--- src/rtl/alu_result_fifo.sv ---
// Circular result buffer between the ALU and the hex-display stage, with a
// first-word-fall-through read, an occupancy count, flush, and a sticky overflow flag.
// Build option ALU_FIFO_OVERWRITE_EN: a write while full replaces the oldest entry.
// When it is undefined, a write while full is dropped.
module alu_result_fifo #(
  parameter int DEPTH = 4,
  parameter int WIDTH = 8
) (
  input  logic                     clk,
  input  logic                     reset,
  input  logic                     flush,
  input  logic [WIDTH-1:0]         wr_data,
  input  logic                     wr_valid,
  output logic                     wr_ready,
  output logic [WIDTH-1:0]         rd_data,
  output logic                     rd_valid,
  input  logic                     rd_ready,
  output logic [$clog2(DEPTH):0]   count,
  output logic                     overflow
);

  localparam int AW = $clog2(DEPTH);
  localparam int CW = AW + 1;
  localparam logic [CW-1:0] FULL_COUNT = CW'(DEPTH);

  logic [WIDTH-1:0] mem [DEPTH];
  logic [AW-1:0]    wr_ptr;
  logic [AW-1:0]    rd_ptr;
  logic [CW-1:0]    count_q;
  logic             overflow_q;

  logic full;
  logic empty;
  logic clear;
  logic push;
  logic pop;
  logic drop;
  logic overwrite;

  assign full     = (count_q == FULL_COUNT);
  assign empty    = (count_q == '0);
  assign clear    = reset | flush;
  assign rd_valid = ~empty;
  assign pop      = rd_valid & rd_ready;

`ifdef ALU_FIFO_OVERWRITE_EN
  // When the buffer is full and no pop happens, the new write takes the oldest slot.
  // In that case wr_ptr equals rd_ptr, so both pointers advance together.
  assign wr_ready  = 1'b1;
  assign overwrite = wr_valid & full & ~pop;
  assign drop      = 1'b0;
`else
  assign wr_ready  = ~full;
  assign overwrite = 1'b0;
  assign drop      = wr_valid & full;
`endif

  assign push = wr_valid & wr_ready;

  always_ff @(posedge clk) begin
    if (clear) begin
      wr_ptr     <= '0;
      rd_ptr     <= '0;
      count_q    <= '0;
      overflow_q <= 1'b0;
    end else begin
      if (push)
        wr_ptr <= wr_ptr + AW'(1);
      if (pop | overwrite)
        rd_ptr <= rd_ptr + AW'(1);
      // An overwrite is a push and a pop at once, so the count does not change.
      case ({push & ~overwrite, pop})
        2'b10:   count_q <= count_q + CW'(1);
        2'b01:   count_q <= count_q - CW'(1);
        default: count_q <= count_q;
      endcase
      if (drop | overwrite)
        overflow_q <= 1'b1;
    end
  end

  // The storage array has no reset. Entries that are not valid are masked at the read port.
  always_ff @(posedge clk) begin
    if (push & ~clear)
      mem[wr_ptr] <= wr_data;
  end

  assign rd_data  = empty ? '0 : mem[rd_ptr];
  assign count    = count_q;
  assign overflow = overflow_q;

endmodule
--- config.mk ---
export PLATFORM = sky130hd
export DESIGN_NAME = alu_result_fifo
export DESIGN_NICKNAME = d
export VERILOG_FILES = /design/src/rtl/alu_result_fifo.sv
export SDC_FILE = /design/constraint.sdc
export NUM_CORES = 1
export LEC_CHECK = 0
export ABC_AREA = 0
export BUFFER_PORTS_ARGS = -buffer_cell sky130_fd_sc_hd__buf_2
export CORE_MARGIN = 2
export CORE_UTILIZATION = 55
export DETAILED_ROUTE_END_ITERATION = 6
export PLACE_DENSITY = 0.84
export RECOVER_POWER = 50
export SYNTH_ARGS = -nofsm -noshare
export SYNTH_HDL_FRONTEND = slang
export SYNTH_SLANG_ARGS = --single-unit
export TNS_END_PERCENT = 100
--- constraint.sdc ---
create_clock -name clk -period 2.6 [get_ports clk]
set_input_delay 0.26 -clock clk [delete_from_list [all_inputs] [get_ports clk]]
set_output_delay 0.26 -clock clk [all_outputs]
set_load 0.02 [all_outputs]
After elaboration in Yosys (flattened, before gate mapping)
Memory sizes are Yosys's and may differ from the RTL's. A register that Yosys moved wholly into a read port is not among the register bits.
Cells that the tools add are included.

operators by class
  magnitude comparators = 0
  bitwise gates (word level) = 8
  mux-type cells = 6
  $mul = 0
  reductions and logical operators = 2
  shift-type cells = 0
  $add $sub $neg = 4
  divide/modulo/power cells = 0
  eq/ne operators = 3

operators with widths
  kind                                                  count
  two-way mux 8 bit                                     1
  case mux 3 bit (2 select lines)                       1
  adder 2 x 1 -> 2 bit (second input constant)          2
  bitwise AND 1 bit                                     4
  two-way mux 2 bit                                     2
  adder 3 x 1 -> 3 bit (second input constant)          1
  equality test 3 bit (second input constant)           1
  logical NOT 3 bit                                     1
  inverter 1 bit                                        3
  subtractor 3 x 1 -> 3 bit (second input constant)     1
  equality test 2 x 1 -> 1 bit (second input constant)  1
  equality test 2 bit (second input constant)           1
  two-way mux 1 bit                                     2
  nonzero test 2 bit                                    1
  bitwise OR 1 bit                                      1

storage, ports and cells
  bits of input ports = 13
  logic and storage cells = 28
  memories = 1
  bits in latches = 0
  RAM bits = 32
  output and inout bits = 14
  flip-flop bits (word level) = 8
  bits in read-only memories = 0

memories
  memory  words  width  rd ports  clocked after memory_dff  wr ports  RTL line  text
  mem     4      8      1         1                         1         26        logic [WIDTH-1:0] mem [DEPTH];

Longest topological paths before layout
Gate-level depths: netlist (run 1).

  depth in word-level cells = 6
  gate-level depth with buffers = 10
  gate-level depth less buffers = 9

Worst setup path after synthesis (run 1)
Ideal clock, no wire load.

  path type = register to register
  from = register count_q[2], in the netlist count[2]
  to = register count_q[2], in the netlist count[2]
  required time = 2.530 ns
  stages on the path, launching flop included = 11
  period minus slack after synthesis = 2.550 ns
  library setup time = 0.070 ns
  data arrival time = 2.480 ns
  buffers on the path = 1
  slack = 0.050 ns
  cells stage by stage = dfxtp_1 > or3b_1 > buf_2 > and2_4 > inv_1 > ha_1 > inv_1 > fa_1 > xor2_1 > or3_2 > a21oi_1

between the ends
  word-level cells in the longest chain between the ends = 5
  elaborated cells on any way between the ends = 12

RTL lines
  item                                                                          RTL line  text
  from (decl)                                                                   29        logic [CW-1:0] count_q;
  from (signal assigned)                                                        73        2'b10: count_q <= count_q + CW'(1);
  from (signal assigned)                                                        74        2'b01: count_q <= count_q - CW'(1);
  from (signal assigned)                                                        75        default: count_q <= count_q;
  equality test 3 bit *                                                         40        assign full = (count_q == FULL_COUNT);
  inverter 1 bit *                                                              53        assign wr_ready = ~full;
  net wr_ready                                                                  14        output logic wr_ready,
  bitwise AND 1 bit *                                                           58        assign push = wr_valid & wr_ready;
  equality test 2 x 1 -> 1 bit / equality test 2 bit (equally long branches)    72        case ({push & ~overwrite, pop})
  case mux 3 bit (2 select lines) / nonzero test 2 bit (equally long branches)  -

The timed path passes the listed nets; every way through them passes the cells marked *.
A chain may end at the register's enable or synchronous reset.

Worst setup path after layout (run 1)
  from = register count_q[1], in the netlist count[1]
  to = register count_q[2], in the netlist count[2]

between the ends
  word-level cells in the longest chain between the ends = 5
  elaborated cells on any way between the ends = 12

RTL lines
  item                                                                          RTL line
  equality test 3 bit / logical NOT 3 bit (equally long branches)               40, 41
  inverter 1 bit, on equally long branches                                      53, 43
  bitwise AND 1 bit, on equally long branches                                   58, 44
  equality test 2 x 1 -> 1 bit / equality test 2 bit (equally long branches)    72
  case mux 3 bit (2 select lines) / nonzero test 2 bit (equally long branches)  -

Parallel ways exist; a longest one is shown, timed or not.

==> run summary, run 1 <==
status - finished clean
min cycle time layout - 2.50 ns
starting density of the core - 57.4%
worst setup skew after layout - 0.00579 ns
Seq/Total Area, Yosys - 66.9%
DR iter-0 viols - 29
number of H-tree levels - 2
Power Dens Cells - 636 nW/um^2
DRT antenna net count - 0
CTS buffer count - 5
CTS tree - built
Yosys top cell by area - edfxtp_1
Die Y - 60.2 um
filler cell count - 220
Area after DPL - 1910 um^2
HP Class - in -> reg
RSZ-0062 raised after global routing - false
crit path max fanout - 6
Synth Cell Area - 1740 um^2
Sequential Power Share - 58.6%
worst vdd ir - 0.622 mV
CTS Buffer Depth - 2
final core occ - 65.2%
largest net degree at the start of global routing - 14
DR top layer - met4
Worst-Skew Late Latency - 0.35 ns
clock share of power - 34.2%
first-pass GRT wire length - 4610 um
Static Leakage - 0.690 nW
Synth Net Count - 129
vias per cell - 5.41
Worst-Margin Slew - 0.556 ns
boundary pin count - 27
dpl hpwl - 2120 um
setup violators final - 0
final WL - 3030 um
GR Util All Layers - 19.0%
Residual DRC - 0
gate count of the mapped netlist - 110
diodes inserted - 0
yosys warns - 0
clk sink count - 42
CTS hold repair buffers - 0
GR Overflow Total - 0
DIE WIDTH - 60.2 um
Max-slew headroom - 62.9%
internal power - 0.000993 W
PortBufs - 26
Mean Syn Cell Area - 15.8 um^2
Final Hold Slack - 0.181 ns
ys async rst share - 0%
Final Hold Fails - 0
DIE AREA - 3620 um^2
via count - 995
post-synthesis cell type count - 28
GP Congestion - 0.725
CP required - 2.88 ns
nets - 158
Rows - 20
Synth area leaders - edfxtp_1 55%, dfxtp_1 12%, mux4_2 10%
FF+latch count, synth - 42
clock-pin slew on the worst setup and hold paths - 0.12 ns
Area Growth Syn to Fin - 13.8%
critical path launch point type - flop
Post-Place Worst Slack - 0.109 ns
Psw - 0.000263 W
fin. max-slew vios - 0
Max Cap Viol - 0
combinational power share - 7.2%
crit path DAT - 2.77 ns
WL met1 - 1240 um
Setup crit end kind - flop
final worst slack - 0.103 ns
Most used DFF post-synth - edfxtp_1
core box area - 3030 um^2
DR pass1 iterations - 4
initial antenna violation count - 0
Final TNS setup - 0 ns
EDFF count, synth - 32
switching portion of total power - 20.9%
share of layout cells above drive strength 1 - 27.9%
met3 routed wirelength - 121 um
commonest non-fill, non-tap cell in the layout - edfxtp_1
FMAX - 401 MHz
number of global-route vias before repair - 1038
clk root buf - clkbuf_4
commonest cells after routing, fill and taps aside - 32 x edfxtp_1, 15 x buf_2, 13 x clkbuf_1, 9 x nor2b_1, 9 x dfxtp_1
Final period util - 96.0%
final instance area - 1980 um^2
WS Path Type - reg -> reg
WL/cell - 16.5 um
Met2 Wirelength - 1610 um
post-synth top area share - 55.3%
## flip-flops by register name, indices dropped and copies added (netlist names), named ones only
name and cells:
mem 32, count 3, rd_ptr 2, wr_ptr 2, overflow 1
## stage by stage
stage / total power, W / std cells
2_1_floorplan: 0.000807 / 110
3_3_place_gp: 0.000840 / 176
3_5_place_dp: 0.000846 / 176
4_1_cts: 0.00127 / 184
5_1_grt: 0.00131 / 184
6_report: 0.00126 / 184
## kinds of logic (layout without fill, tap and decap cells)
logic type | after synthesis | after routing | synth area share, %
AOI/OAI and AO/OA | 11 | 11 | 4.03
muxes | 8 | 8 | 10.4
DFF | 42 | 42 | 66.9
and+or+nand+nor | 29 | 29 | 10.2
buffers and inverters | 12 | 42 | 2.81
xor gates and xnor gates | 2 | 2 | 1.01
adders and majority gates | 6 | 6 | 4.76
## timing repair
item	in CTS	in global routing
buffers inserted	0	0
resized for setup	0	1
setup endpoints to repair	0	1
## area by class of cell
type / instances / area, um^2 / area share, %
Multi-Input combinational cell: 56 / 527 / 26.7
Inverter: 7 / 26.3 / 1.33
Clock buffer: 7 / 55.1 / 2.79
Tap cell: 44 / 55.1 / 2.79
Clock inverter: 1 / 30.0 / 1.52
Sequential cell: 42 / 1160 / 58.8
Timing Repair Buffer: 27 / 120 / 6.08
## cell usage after synthesis (2+ instances only)
master	number
inv_1	7
o21ai_0	4
dfxtp_1	10
buf_2	2
clkbuf_1	2
edfxtp_1	32
and3_2	4
ha_1	5
a21oi_1	4
nor2_1	5
xor2_1	2
nand2_1	2
mux4_2	8
nor2b_1	9
## power groups by stage
stage | clock (W) | sequential [W] | combinational, W
final | 0.000429 | 0.000736 | 0.0000905
after global routing | 0.000472 | 0.000738 | 0.000100
after CTS | 0.000441 | 0.000736 | 0.0000945
after detailed placement | 0 | 0.000752 | 0.0000940
after global placement | 0 | 0.000750 | 0.0000891
after floorplan | 0 | 0.000751 | 0.0000567
## layer usage
metal / up-vias / global-route usage, %
met5: - / 0
met4: 0 / 10.2
met3: 5 / 5.84
met2: 29 / 32.8
met1: 495 / 20.9
li1: 466 / -
## critical path, cell delays in order (launching register included)
cell and delay (ns):
dfxtp_1 0.36, or3b_1 0.47, and2_4 0.22, inv_1 0.06, ha_1 0.17, inv_1 0.06, fa_1 0.37, xor2_1 0.16
or3_2 0.41, a21oi_1 0.15
## worst paths after layout
path	startpoint	cells after the start	end	slack (ns)
hold reg to reg	rd_ptr[1]$_SDFFE_PP0P_	2	flop	0.51
setup reg to reg	count[1]$_SDFFE_PP0P_	9	count[2]$_SDFFE_PP0P_	0.10
hold / removal	wr_data[0]	1	mem[2][0]$_DFFE_PP_	0.18
setup / recovery	count[1]$_SDFFE_PP0P_	9	count[2]$_SDFFE_PP0P_	0.10
(Power assumes the default switching activity.)
==> run 2, diff against run 1 <==
--- a/config.mk
+++ b/config.mk
@@ -6,11 +6,12 @@
 export NUM_CORES = 1
 export LEC_CHECK = 0
 export ABC_AREA = 0
-export BUFFER_PORTS_ARGS = -buffer_cell sky130_fd_sc_hd__buf_2
+export CORE_ASPECT_RATIO = 1.25
 export CORE_MARGIN = 2
-export CORE_UTILIZATION = 55
+export CORE_UTILIZATION = 61
 export DETAILED_ROUTE_END_ITERATION = 6
-export PLACE_DENSITY = 0.84
+export DONT_BUFFER_PORTS = 1
+export PLACE_DENSITY = 0.83
 export RECOVER_POWER = 50
 export SYNTH_ARGS = -nofsm -noshare
 export SYNTH_HDL_FRONTEND = slang
==> run summary, run 2 (same netlist as run 1, synthesis figures left out) <==
Worst-Margin Slew - 0.540 ns (-0.0162 ns)
Setup crit end kind - flop
Static Leakage - 0.648 nW (-6.2%)
Residual DRC - 0 (unchanged)
number of global-route vias before repair - 1015 (-2.2%)
max FFs per register - 32 (unchanged)
Final TNS setup - 0 ns (unchanged)
status - finished clean
setup violators final - 0 (unchanged)
Power Dens Cells - 588 nW/um^2 (-7.5%)
Final Hold Fails - 0 (unchanged)
CTS buffer count - 5 (unchanged)
Final period util - 92.0% (-4.1 points)
hold_sp - wr_valid
worst vdd ir - 0.480 mV (-23%)
core box area - 2710 um^2 (-11%)
CP required - 2.87 ns (about the same)
DRT antenna net count - 0 (unchanged)
PortBufs - 0 (-100%)
GP Congestion - 0.683 (-5.8%)
clk sink count - 42 (unchanged)
Reg area - 1160 um^2 (-0.11%)
Worst-Skew Late Latency - 0.34 ns (about the same)
clock-pin slew on the worst setup and hold paths - 0.11 ns (about the same)
Max-slew headroom - 64.0% (+1.1 points)
DIE WIDTH - 51.7 um (-14%)
commonest cells after routing, fill and taps aside - 32 x edfxtp_1, 10 x dfxtp_1, 9 x nor2b_1, 9 x dlygate4sd3_1, 8 x mux4_2
CTS Buffer Depth - 2 (unchanged)
HP Class - in -> reg
diodes inserted - 0 (unchanged)
crit path DAT - 2.66 ns (-0.11 ns)
post-CTS setup buffer count - 0 (unchanged)
Die Y - 63.7 um (+5.8%)
post-cts resize count - 0 (unchanged)
via count - 932 (-6.3%)
multi-input combinational cell area - 526 um^2 (-0.24%)
commonest non-fill, non-tap cell in the layout - edfxtp_1
FMAX - 418 MHz (+4.4%)
final non-filler cell total - 161 (-13%)
placed insts - 144 (-18%)
final WL - 2790 um (-8.0%)
Rows - 21 (+5.0%)
WL/cell - 17.3 um (+5.2%)
critical path launch point type - flop
share of layout cells above drive strength 1 - 18.9% (-9.0 points)
RSZ-0062 raised after global routing - false
dpl hpwl - 1930 um (-9.0%)
starting density of the core - 64.2% (+6.8 points)
RR Startpoint - count[1]$_SDFFE_PP0P_
largest net degree at the start of global routing - 13 (-1)
filler cell count - 189 (-14%)
initial antenna violation count - 0 (unchanged)
fin. max-slew vios - 0 (unchanged)
Most flops, register - mem
number of H-tree levels - 2 (unchanged)
min cycle time layout - 2.39 ns (-0.105 ns)
DIE AREA - 3290 um^2 (-9.1%)
clk root buf - clkbuf_4
worst setup skew after layout - 0.0135 ns (+0.00774 ns)
crit path max fanout - 6 (unchanged)
boundary pin count - 27 (unchanged)
DR iter-0 viols - 20 (-31%)
GR Util All Layers - 19.7% (+0.70 points)
Max Cap Viol - 0 (unchanged)
nets - 145 (-8.2%)
DR pass1 iterations - 4 (unchanged)
Area Growth Syn to Fin - 11.4%
WS Path Type - reg -> reg
crit path from - count[1]$_SDFFE_PP0P_
CTS tree - built
CTS hold repair buffers - 4 (+4)
vias per cell - 5.79 (+7.0%)
GR Overflow Total - 0 (unchanged)
first-pass GRT wire length - 4520 um (-2.0%)
-- run 2: cell count changes in the layout (fill, tap and decap cells not counted), sizes merged --
cell and change:
bufinv -1, dlygate4sd3 +9, clkbuf -9, buf -12
-- run 2: metrics by stage --
| step | setup WS (ns) | instance area [um^2] | total power (W) | util, % | hold WS (ns) |
|---|---|---|---|---|---|
| 2_1_floorplan | 0.0500 | 1740 | 0.000807 | - | 0.359 |
| 3_3_place_gp | 0.345 | 1790 | 0.000820 | 66.3 | 0.359 |
| 3_5_place_dp | 0.229 | 1790 | 0.000823 | 66.3 | 0.359 |
| 4_1_cts | 0.191 | 1890 | 0.00114 | 69.9 | 0.000115 |
| 5_1_grt | 0.114 | 1930 | 0.00118 | 71.5 | 0.0659 |
| 6_report | 0.209 | 1930 | 0.00114 | 71.5 | 0.0650 |
-- run 2: path summary, 6_finish.rpt --
check,slack [ns],cells past startpoint,endpoint
max,0.21,9,count[2]$_SDFFE_PP0P_
min,0.06,2,wr_ptr[0]$_SDFFE_PP0P_
max reg2reg,0.21,9,count[2]$_SDFFE_PP0P_
min reg2reg,0.50,2,rd_ptr[1]$_SDFFE_PP0P_
-- run 2: critical path: stages (launching register included) --
cell and delay [ns]:
dfxtp_1 0.33, or3b_1 0.40, and2_4 0.19, inv_1 0.06
ha_1 0.19, inv_1 0.06, fa_1 0.37, xor2_1 0.15
or3_2 0.41, a21oi_1 0.15
-- run 2: final cells by class --
type / instances / share of cell area [%]
clock buffers: 8 / 3.04
multi-input cells: 56 / 27.2
flip-flops and latches: 42 / 60.0
inverters: 7 / 1.36
well taps: 34 / 2.20
repair buffers: 14 / 6.21
-- run 2: layer usage --
layer | track usage [%] | routed length [um]
met5 | 0 | 0
met1 | 20.3 | 1010
met2 | 34.8 | 1550
met3 | 7.11 | 160
met4 | 8.88 | 65
-- run 2: where the power goes --
part / leakage, nW / internal, W / switching (W)
combinational: 0.245 / 0.0000340 / 0.0000526
clock: 0.0326 / 0.000133 / 0.000182
sequential: 0.370 / 0.000729 / 0.00000524
total: 0.648 / 0.000897 / 0.000240
